`src/rtl/mempool_ctrl_responder.sv`:
```
// MemPool cluster control registers behind a single-transaction AXI responder.
// Generates per-core wake-up pulses and holds the end-of-computation flag.

package mempool_ctrl_pkg;

    localparam int unsigned IdWidth   = 4;
    localparam int unsigned AddrWidth = 32;
    localparam int unsigned DataWidth = 32;
    localparam int unsigned StrbWidth = DataWidth / 8;

    localparam logic [1:0] RESP_OKAY   = 2'b00;
    localparam logic [1:0] RESP_SLVERR = 2'b10;

    typedef logic [IdWidth-1:0] id_t;

    typedef struct packed {
        id_t                  id;
        logic [AddrWidth-1:0] addr;
        logic [7:0]           len;
        logic [2:0]           size;
        logic [1:0]           burst;
    } axi_ax_t;

    typedef struct packed {
        logic [DataWidth-1:0] data;
        logic [StrbWidth-1:0] strb;
        logic                 last;
    } axi_w_t;

    typedef struct packed {
        id_t        id;
        logic [1:0] resp;
    } axi_b_t;

    typedef struct packed {
        id_t                  id;
        logic [DataWidth-1:0] data;
        logic [1:0]           resp;
        logic                 last;
    } axi_r_t;

    typedef struct packed {
        axi_ax_t aw;
        logic    aw_valid;
        axi_w_t  w;
        logic    w_valid;
        logic    b_ready;
        axi_ax_t ar;
        logic    ar_valid;
        logic    r_ready;
    } axi_tile_req_t;

    typedef struct packed {
        logic   aw_ready;
        logic   ar_ready;
        logic   w_ready;
        logic   b_valid;
        axi_b_t b;
        logic   r_valid;
        axi_r_t r;
    } axi_tile_resp_t;

endpackage

// AxiDataWidth must match the package data width the AXI structs are built with.
module mempool_ctrl_responder
    import mempool_ctrl_pkg::*;
#(
    parameter int unsigned NumCores     = 1,
    parameter int unsigned AxiDataWidth = DataWidth
) (
    input  logic                clk_i,
    input  logic                rst_i,
    input  axi_tile_req_t       axi_slv_req_i,
    output axi_tile_resp_t      axi_slv_resp_o,
    output logic [NumCores-1:0] wake_up_o,
    output logic [31:0]         eoc_o
);

    localparam int unsigned NumLanes = AxiDataWidth / 32;
    localparam int unsigned LaneBits = (NumLanes > 1) ? $clog2(NumLanes) : 1;

    typedef enum logic [1:0] {IDLE, WRITE, WRESP, READ} state_e;

    state_e               state_q, state_d;
    id_t                  id_q;
    logic [11:0]          addr_q;
    logic [7:0]           len_q;
    logic [7:0]           beat_q;
    logic [2:0]           size_q;
    logic [1:0]           burst_q;
    logic                 err_q;
    logic [31:0]          eoc_q;
    logic [31:0]          scratch_q;
    logic [NumCores-1:0]  wake_q;

    logic                 aw_hs, ar_hs, w_hs, r_hs;
    logic                 last_beat;
    logic [11:0]          next_addr;
    logic [LaneBits-1:0]  lane_sel;
    logic [9:0]           reg_sel;
    logic                 sel_err;
    logic [31:0]          wdata_lane;
    logic [3:0]           wstrb_lane;
    logic [31:0]          wake_val;
    logic [NumCores-1:0]  wake_d;
    logic [31:0]          rdata_word;
    logic                 unused;

    assign unused = ^{axi_slv_req_i.w.last, axi_slv_req_i.aw.addr[AddrWidth-1:12],
                      axi_slv_req_i.ar.addr[AddrWidth-1:12]};

    assign aw_hs     = (state_q == IDLE) && axi_slv_req_i.aw_valid;
    assign ar_hs     = (state_q == IDLE) && !axi_slv_req_i.aw_valid && axi_slv_req_i.ar_valid;
    assign w_hs      = (state_q == WRITE) && axi_slv_req_i.w_valid;
    assign r_hs      = (state_q == READ) && axi_slv_req_i.r_ready;
    assign last_beat = (beat_q == len_q);
    // WRAP bursts advance like INCR; the 12-bit counter wraps within the 4 KiB window.
    assign next_addr = (burst_q == 2'b00) ? addr_q : addr_q + (12'd1 << size_q);
    assign lane_sel  = (NumLanes > 1) ? addr_q[LaneBits+1:2] : '0;
    assign reg_sel   = addr_q[11:2];
    assign sel_err   = (reg_sel > 10'd3);

    function automatic logic [31:0] merge_bytes(input logic [31:0] old_val,
                                                input logic [31:0] new_val,
                                                input logic [3:0]  strb);
        logic [31:0] res;
        for (int b = 0; b < 4; b++) begin
            res[8*b +: 8] = strb[b] ? new_val[8*b +: 8] : old_val[8*b +: 8];
        end
        return res;
    endfunction

    always_comb begin
        wdata_lane = '0;
        wstrb_lane = '0;
        for (int l = 0; l < NumLanes; l++) begin
            if (lane_sel == LaneBits'(l)) begin
                wdata_lane = axi_slv_req_i.w.data[32*l +: 32];
                wstrb_lane = axi_slv_req_i.w.strb[4*l +: 4];
            end
        end
    end

    // Wake-up decode uses the strobed value with unstrobed bytes taken as zero.
    always_comb begin
        wake_val = merge_bytes(32'd0, wdata_lane, wstrb_lane);
        wake_d   = '0;
        if (wake_val == 32'hFFFF_FFFF) begin
            wake_d = '1;
        end else begin
            for (int c = 0; c < NumCores; c++) begin
                if (wake_val == 32'(c)) begin
                    wake_d[c] = 1'b1;
                end
            end
        end
    end

    always_comb begin
        rdata_word = '0;
        case (reg_sel)
            10'd1:   rdata_word = eoc_q;
            10'd2:   rdata_word = scratch_q;
            10'd3:   rdata_word = 32'(NumCores);
            default: rdata_word = '0;
        endcase
    end

    always_ff @(posedge clk_i) begin
        if (rst_i) begin
            state_q <= IDLE;
        end else begin
            state_q <= state_d;
        end
    end

    always_comb begin
        state_d = state_q;
        case (state_q)
            IDLE: begin
                if (axi_slv_req_i.aw_valid) begin
                    state_d = WRITE;
                end else if (axi_slv_req_i.ar_valid) begin
                    state_d = READ;
                end
            end
            WRITE: if (axi_slv_req_i.w_valid && last_beat) state_d = WRESP;
            WRESP: if (axi_slv_req_i.b_ready) state_d = IDLE;
            READ:  if (axi_slv_req_i.r_ready && last_beat) state_d = IDLE;
            default: state_d = IDLE;
        endcase
    end

    // Transaction bookkeeping and register file; wake_q defaults to zero so pulses last one cycle.
    always_ff @(posedge clk_i) begin
        if (rst_i) begin
            id_q      <= '0;
            addr_q    <= '0;
            len_q     <= '0;
            beat_q    <= '0;
            size_q    <= '0;
            burst_q   <= '0;
            err_q     <= 1'b0;
            eoc_q     <= '0;
            scratch_q <= '0;
            wake_q    <= '0;
        end else begin
            wake_q <= '0;
            if (aw_hs) begin
                id_q    <= axi_slv_req_i.aw.id;
                addr_q  <= axi_slv_req_i.aw.addr[11:0];
                len_q   <= axi_slv_req_i.aw.len;
                size_q  <= axi_slv_req_i.aw.size;
                burst_q <= axi_slv_req_i.aw.burst;
                beat_q  <= '0;
                err_q   <= 1'b0;
            end else if (ar_hs) begin
                id_q    <= axi_slv_req_i.ar.id;
                addr_q  <= axi_slv_req_i.ar.addr[11:0];
                len_q   <= axi_slv_req_i.ar.len;
                size_q  <= axi_slv_req_i.ar.size;
                burst_q <= axi_slv_req_i.ar.burst;
                beat_q  <= '0;
                err_q   <= 1'b0;
            end
            if (w_hs) begin
                beat_q <= beat_q + 8'd1;
                addr_q <= next_addr;
                if (sel_err) begin
                    err_q <= 1'b1;
                end
                case (reg_sel)
                    10'd0:   wake_q    <= wake_d;
                    10'd1:   eoc_q     <= merge_bytes(eoc_q, wdata_lane, wstrb_lane);
                    10'd2:   scratch_q <= merge_bytes(scratch_q, wdata_lane, wstrb_lane);
                    default: ;
                endcase
            end
            if (r_hs) begin
                beat_q <= beat_q + 8'd1;
                addr_q <= next_addr;
            end
        end
    end

    always_comb begin
        axi_slv_resp_o          = '0;
        axi_slv_resp_o.aw_ready = !rst_i && (state_q == IDLE);
        axi_slv_resp_o.ar_ready = !rst_i && (state_q == IDLE) && !axi_slv_req_i.aw_valid;
        axi_slv_resp_o.w_ready  = !rst_i && (state_q == WRITE);
        axi_slv_resp_o.b_valid  = !rst_i && (state_q == WRESP);
        axi_slv_resp_o.b.id     = id_q;
        axi_slv_resp_o.b.resp   = err_q ? RESP_SLVERR : RESP_OKAY;
        axi_slv_resp_o.r_valid  = !rst_i && (state_q == READ);
        axi_slv_resp_o.r.id     = id_q;
        axi_slv_resp_o.r.data   = {NumLanes{rdata_word}};
        axi_slv_resp_o.r.resp   = sel_err ? RESP_SLVERR : RESP_OKAY;
        axi_slv_resp_o.r.last   = last_beat;
    end

    assign wake_up_o = rst_i ? '0 : wake_q;
    assign eoc_o     = eoc_q;

endmodule
```
`config.mk`:
```
export PLATFORM = sky130hd
export DESIGN_NAME = mempool_ctrl_responder
export DESIGN_NICKNAME = d
export VERILOG_FILES = /design/src/rtl/mempool_ctrl_responder.sv
export SDC_FILE = /design/constraint.sdc
export NUM_CORES = 1
export LEC_CHECK = 0
export BUFFER_PORTS_ARGS = -buffer_cell sky130_fd_sc_hd__buf_2
export CELL_PAD_IN_SITES_DETAIL_PLACEMENT = 1
export CELL_PAD_IN_SITES_GLOBAL_PLACEMENT = 2
export CORE_MARGIN = 2
export CORE_UTILIZATION = 27
export DETAILED_ROUTE_END_ITERATION = 6
export MAX_ROUTING_LAYER = met4
export PLACE_DENSITY = 0.84
export SLEW_MARGIN = 30
export SYNTH_ARGS = -nofsm -noshare
export SYNTH_HDL_FRONTEND = slang
export SYNTH_SLANG_ARGS = --single-unit
```
`constraint.sdc`:
```
create_clock -name clk_i -period 2.8 [get_ports clk_i]
set_input_delay 0.56 -clock clk_i [delete_from_list [all_inputs] [get_ports clk_i]]
set_output_delay 0.56 -clock clk_i [all_outputs]
set_load 0.1 [all_outputs]
```
==> flow_metrics.env <==
export IMPL_max_slew_margin_pct=52.0
export IMPL_drt_iter0_drc=224
export IMPL_fill_cells=2443
export IMPL_setup_viol=30
export IMPL_clock_sinks=105
export IMPL_die_w_um=149
export IMPL_initial_core_util_pct=27.7
export IMPL_syn_area_um2=5660
export IMPL_endpoint_kind="output port"
export IMPL_numCtsBuffers=9
export IMPL_globalRouteOverflowTotal=0
export IMPL_n_antenna_cell=0
export IMPL_core_area_um2=20400
export IMPL_clk_latency_ns=0.36
export IMPL_place_ws_ns=0.138
export IMPL_slew_violations=0
export IMPL_syn_avg_cell_area_um2=8.19
export IMPL_fin_cells=1135
export IMPL_cts_root_buf="clkbuf_16"
export IMPL_async_reset_ff_share_pct=0
export IMPL_leakage_nw=3.14
export IMPL_hold_violations=0
export IMPL_holdBufCountCts=0
export IMPL_clock_skew_ns=0.0125
export IMPL_dieArea_um2=22100
export IMPL_clk_pin_slew_ns=0.08
export IMPL_min_path_type="register to register"
export IMPL_port_buffers=181
export IMPL_max_freq_mhz=350
export IMPL_fin_ws_ns=-0.0563
export IMPL_cts_tree="yes"
export IMPL_crit_type="register to output port"
export IMPL_fin_crit_ns=2.86
export IMPL_cts_buffer_depth=2
export IMPL_slowest_stage="or4_4"
export IMPL_crit_buf_inv=2
export IMPL_syn_to_final_growth_pct=40.0
export IMPL_path_common_cell="buf_12"
export IMPL_yosysTopAreaCell="dfxtp_1"
export IMPL_peakVddDrop_mv=0.334
export IMPL_grt_pass1_vias=5675
export IMPL_ys_seq_area_share_pct=37.1
export IMPL_h_tree_depth=3
export IMPL_synth_seq_cells=105
export IMPL_grt_max_degree=52
export IMPL_ant_nets=0
export IMPL_yosysTopAreaCellShare_pct=37.1
export IMPL_worstMarginPinSlew_ns=0.720
export IMPL_vias_per_cell=5.01
export IMPL_grt_usage_pct=17.8
export IMPL_antenna_found_initial=0
export IMPL_pwr_density_cell_nw_per_um2=529
export IMPL_cp_required_ns=2.24
export IMPL_whs_ns=0.456
export IMPL_worst_path_stages=6
export IMPL_cp_top_family="simple AND/OR/NAND/NOR gates"
export IMPL_grt_pass1_wl_um=30400
export IMPL_vias=5690
export IMPL_min_path_cells=2
export IMPL_die_h_um=149
export IMPL_worstPathMaxFanout=31
export IMPL_ff2ff_path_depth=7
export IMPL_drv_cap=0
export IMPL_totalWireLength_um=19600
export IMPL_dp_cells=1110
export IMPL_worstPathArrival_ns=2.30
export IMPL_ios=225
export IMPL_place_congestion=0.839
export IMPL_drtPass1Iterations=4
export IMPL_path_cells="or4_4 -> or2_4 -> nor2_4 -> buf_12 -> a22o_2 -> buf_12"
export IMPL_finalPower_mw=4.19
export IMPL_ys_types=60
export IMPL_synth_edf_count=0
export IMPL_rsz0062_at_grt="true"
export IMPL_wl_per_cell_um=17.2
export IMPL_crit_path_max_incr_delay_ns=0.54
export IMPL_start_kind="register"
export IMPL_synth_area_leaders="dfxtp_1, nand2_1, a21oi_2"
export IMPL_row_count=52
export IMPL_violations="setup timing"
export IMPL_drc=0
export IMPL_hpwl_um=14100
export IMPL_drive_gt1_share_pct=35.7
export IMPL_synth_warnings=0
export IMPL_synth_flop_cell="dfxtp_1"
export IMPL_fin_nets=1012
export IMPL_syn_inst=691
export IMPL_status="finished with violations"
export IMPL_final_period_utilization_pct=102
==> registers in the layout, indices dropped and copies added (netlist names) <==
name,cells
state_q,2
scratch_q,32
burst_q,2
eoc_o,32
addr_q,12
len_q,8
beat_q,8
wake_q,1
id_q,4
size_q,3
err_q,1
==> routing by layer <==
metal / wire [µm] / up-vias / share of wire [%] / track usage (%)
li1: - / 2795 / - / -
met1: 9240 / 2743 / 47 / 23.5
met2: 9420 / 139 / 48 / 29.1
met3: 743 / 13 / 3.8 / 2.57
met4: 170 / 0 / 0.87 / 3.67
met5: 0 / - / 0 / -
==> synth_stat cells, types with 3 or more instances <==
cell type,instances
inv_1,6
dfxtp_1,105
mux2i_1,26
nor3_1,17
a21o_1,3
buf_4,10
nand3_1,15
nor2_1,46
o22ai_1,3
nor2b_1,4
a22o_1,31
ha_1,9
nand3b_1,3
clkbuf_1,22
o21ai_0,14
and3_1,4
a211oi_1,27
or3_1,4
nor3b_1,6
nand2_1,147
buf_6,8
o21a_1,5
nand2b_1,3
nor4_1,11
a21oi_1,51
and2_1,8
a21oi_2,33
xnor2_1,13
buf_2,8
mux2_2,3
nand4_1,11
==> per-stage QoR <==
stage	cell area [µm²]	util (%)	TNS, ns
global placement	7350	36.0	0
global route	7920	38.8	-2.95
detailed placement	7350	36.0	0
finish	7920	38.8	-0.846
floorplan	5750	-	-2.84
CTS	7840	38.4	-2.11
==> power breakdown <==
part | leakage, nW | internal [mW] | switching (mW) | total [mW]
registers | 0.854 | 1.58 | 0.0916 | 1.67
clock network | 0.137 | 0.622 | 0.654 | 1.28
logic | 2.15 | 0.415 | 0.829 | 1.24
total | 3.14 | 2.62 | 1.57 | 4.19
==> path summary, 6_finish.rpt <==
path | from | slack (ns) | end
setup / recovery | addr_q[9] | -0.06 | axi_slv_resp_o[32]
hold / removal | err_q | 0.46 | err_q
setup reg to reg | size_q[0] | 0.28 | addr_q[10]
hold reg to reg | err_q | 0.46 | err_q
==> cell families (layout without fill, tap and decap cells) <==
group | after synthesis | count (layout) | share of synthesized area (%)
xor+xnor | 14 | 14 | 2.17
flops | 105 | 105 | 37.1
fa+ha+maj | 10 | 10 | 2.34
simple gates | 292 | 292 | 24.2
mux | 29 | 29 | 5.19
compound gates | 184 | 184 | 23.2
buf+inv | 56 | 229 | 5.68
other cells | 1 | 2 | 0.0662
==> placed cells by master, fill, tap and decap left out, types with 4 or more instances in the layout <==
| master | n |
|---|---|
| buf_12 | 34 |
| a22o_2 | 9 |
| nand2_1 | 147 |
| and3_1 | 4 |
| a21oi_2 | 34 |
| inv_1 | 6 |
| a21oi_1 | 50 |
| nor3_1 | 15 |
| or3_1 | 4 |
| nor4_1 | 11 |
| nor3b_1 | 4 |
| nand4_1 | 11 |
| clkbuf_16 | 10 |
| buf_4 | 20 |
| a211oi_1 | 27 |
| nor2_1 | 45 |
| xnor2_1 | 13 |
| nand3_1 | 15 |
| buf_2 | 148 |
| a22o_4 | 22 |
| and2_1 | 8 |
| ha_1 | 9 |
| mux2i_1 | 26 |
| dfxtp_1 | 102 |
| o21ai_0 | 14 |
| o21a_1 | 5 |
==> timing repair <==
| action | 4_1_cts | 5_1_grt |
|---|---|---|
| buffers inserted | 5 | 1 |
| gates resized for setup | 19 | 9 |
| pin swaps | 5 | 3 |
| gates cloned | 2 | 1 |
| setup endpoints to repair | 31 | 31 |
==> tightest hold or removal path, cell delays in order (launching register included) <==
cell	delay, ns
dfxtp_1	0.31
nand2_1	0.05
a21oi_1	0.05
==> area by class of cell <==
| type | count | area [µm²] | share of cell area [%] |
|---|---|---|---|
| Multi-Input combinational cell | 531 | 3490 | 44.1 |
| Tap cell | 270 | 338 | 4.26 |
| Inverter | 6 | 22.5 | 0.284 |
| Clock buffer | 9 | 225 | 2.84 |
| Timing Repair Buffer | 207 | 1670 | 21.1 |
| Sequential cell | 105 | 2110 | 26.6 |
| Clock inverter | 7 | 65.1 | 0.821 |
Power figures use the tool's default switching activity.
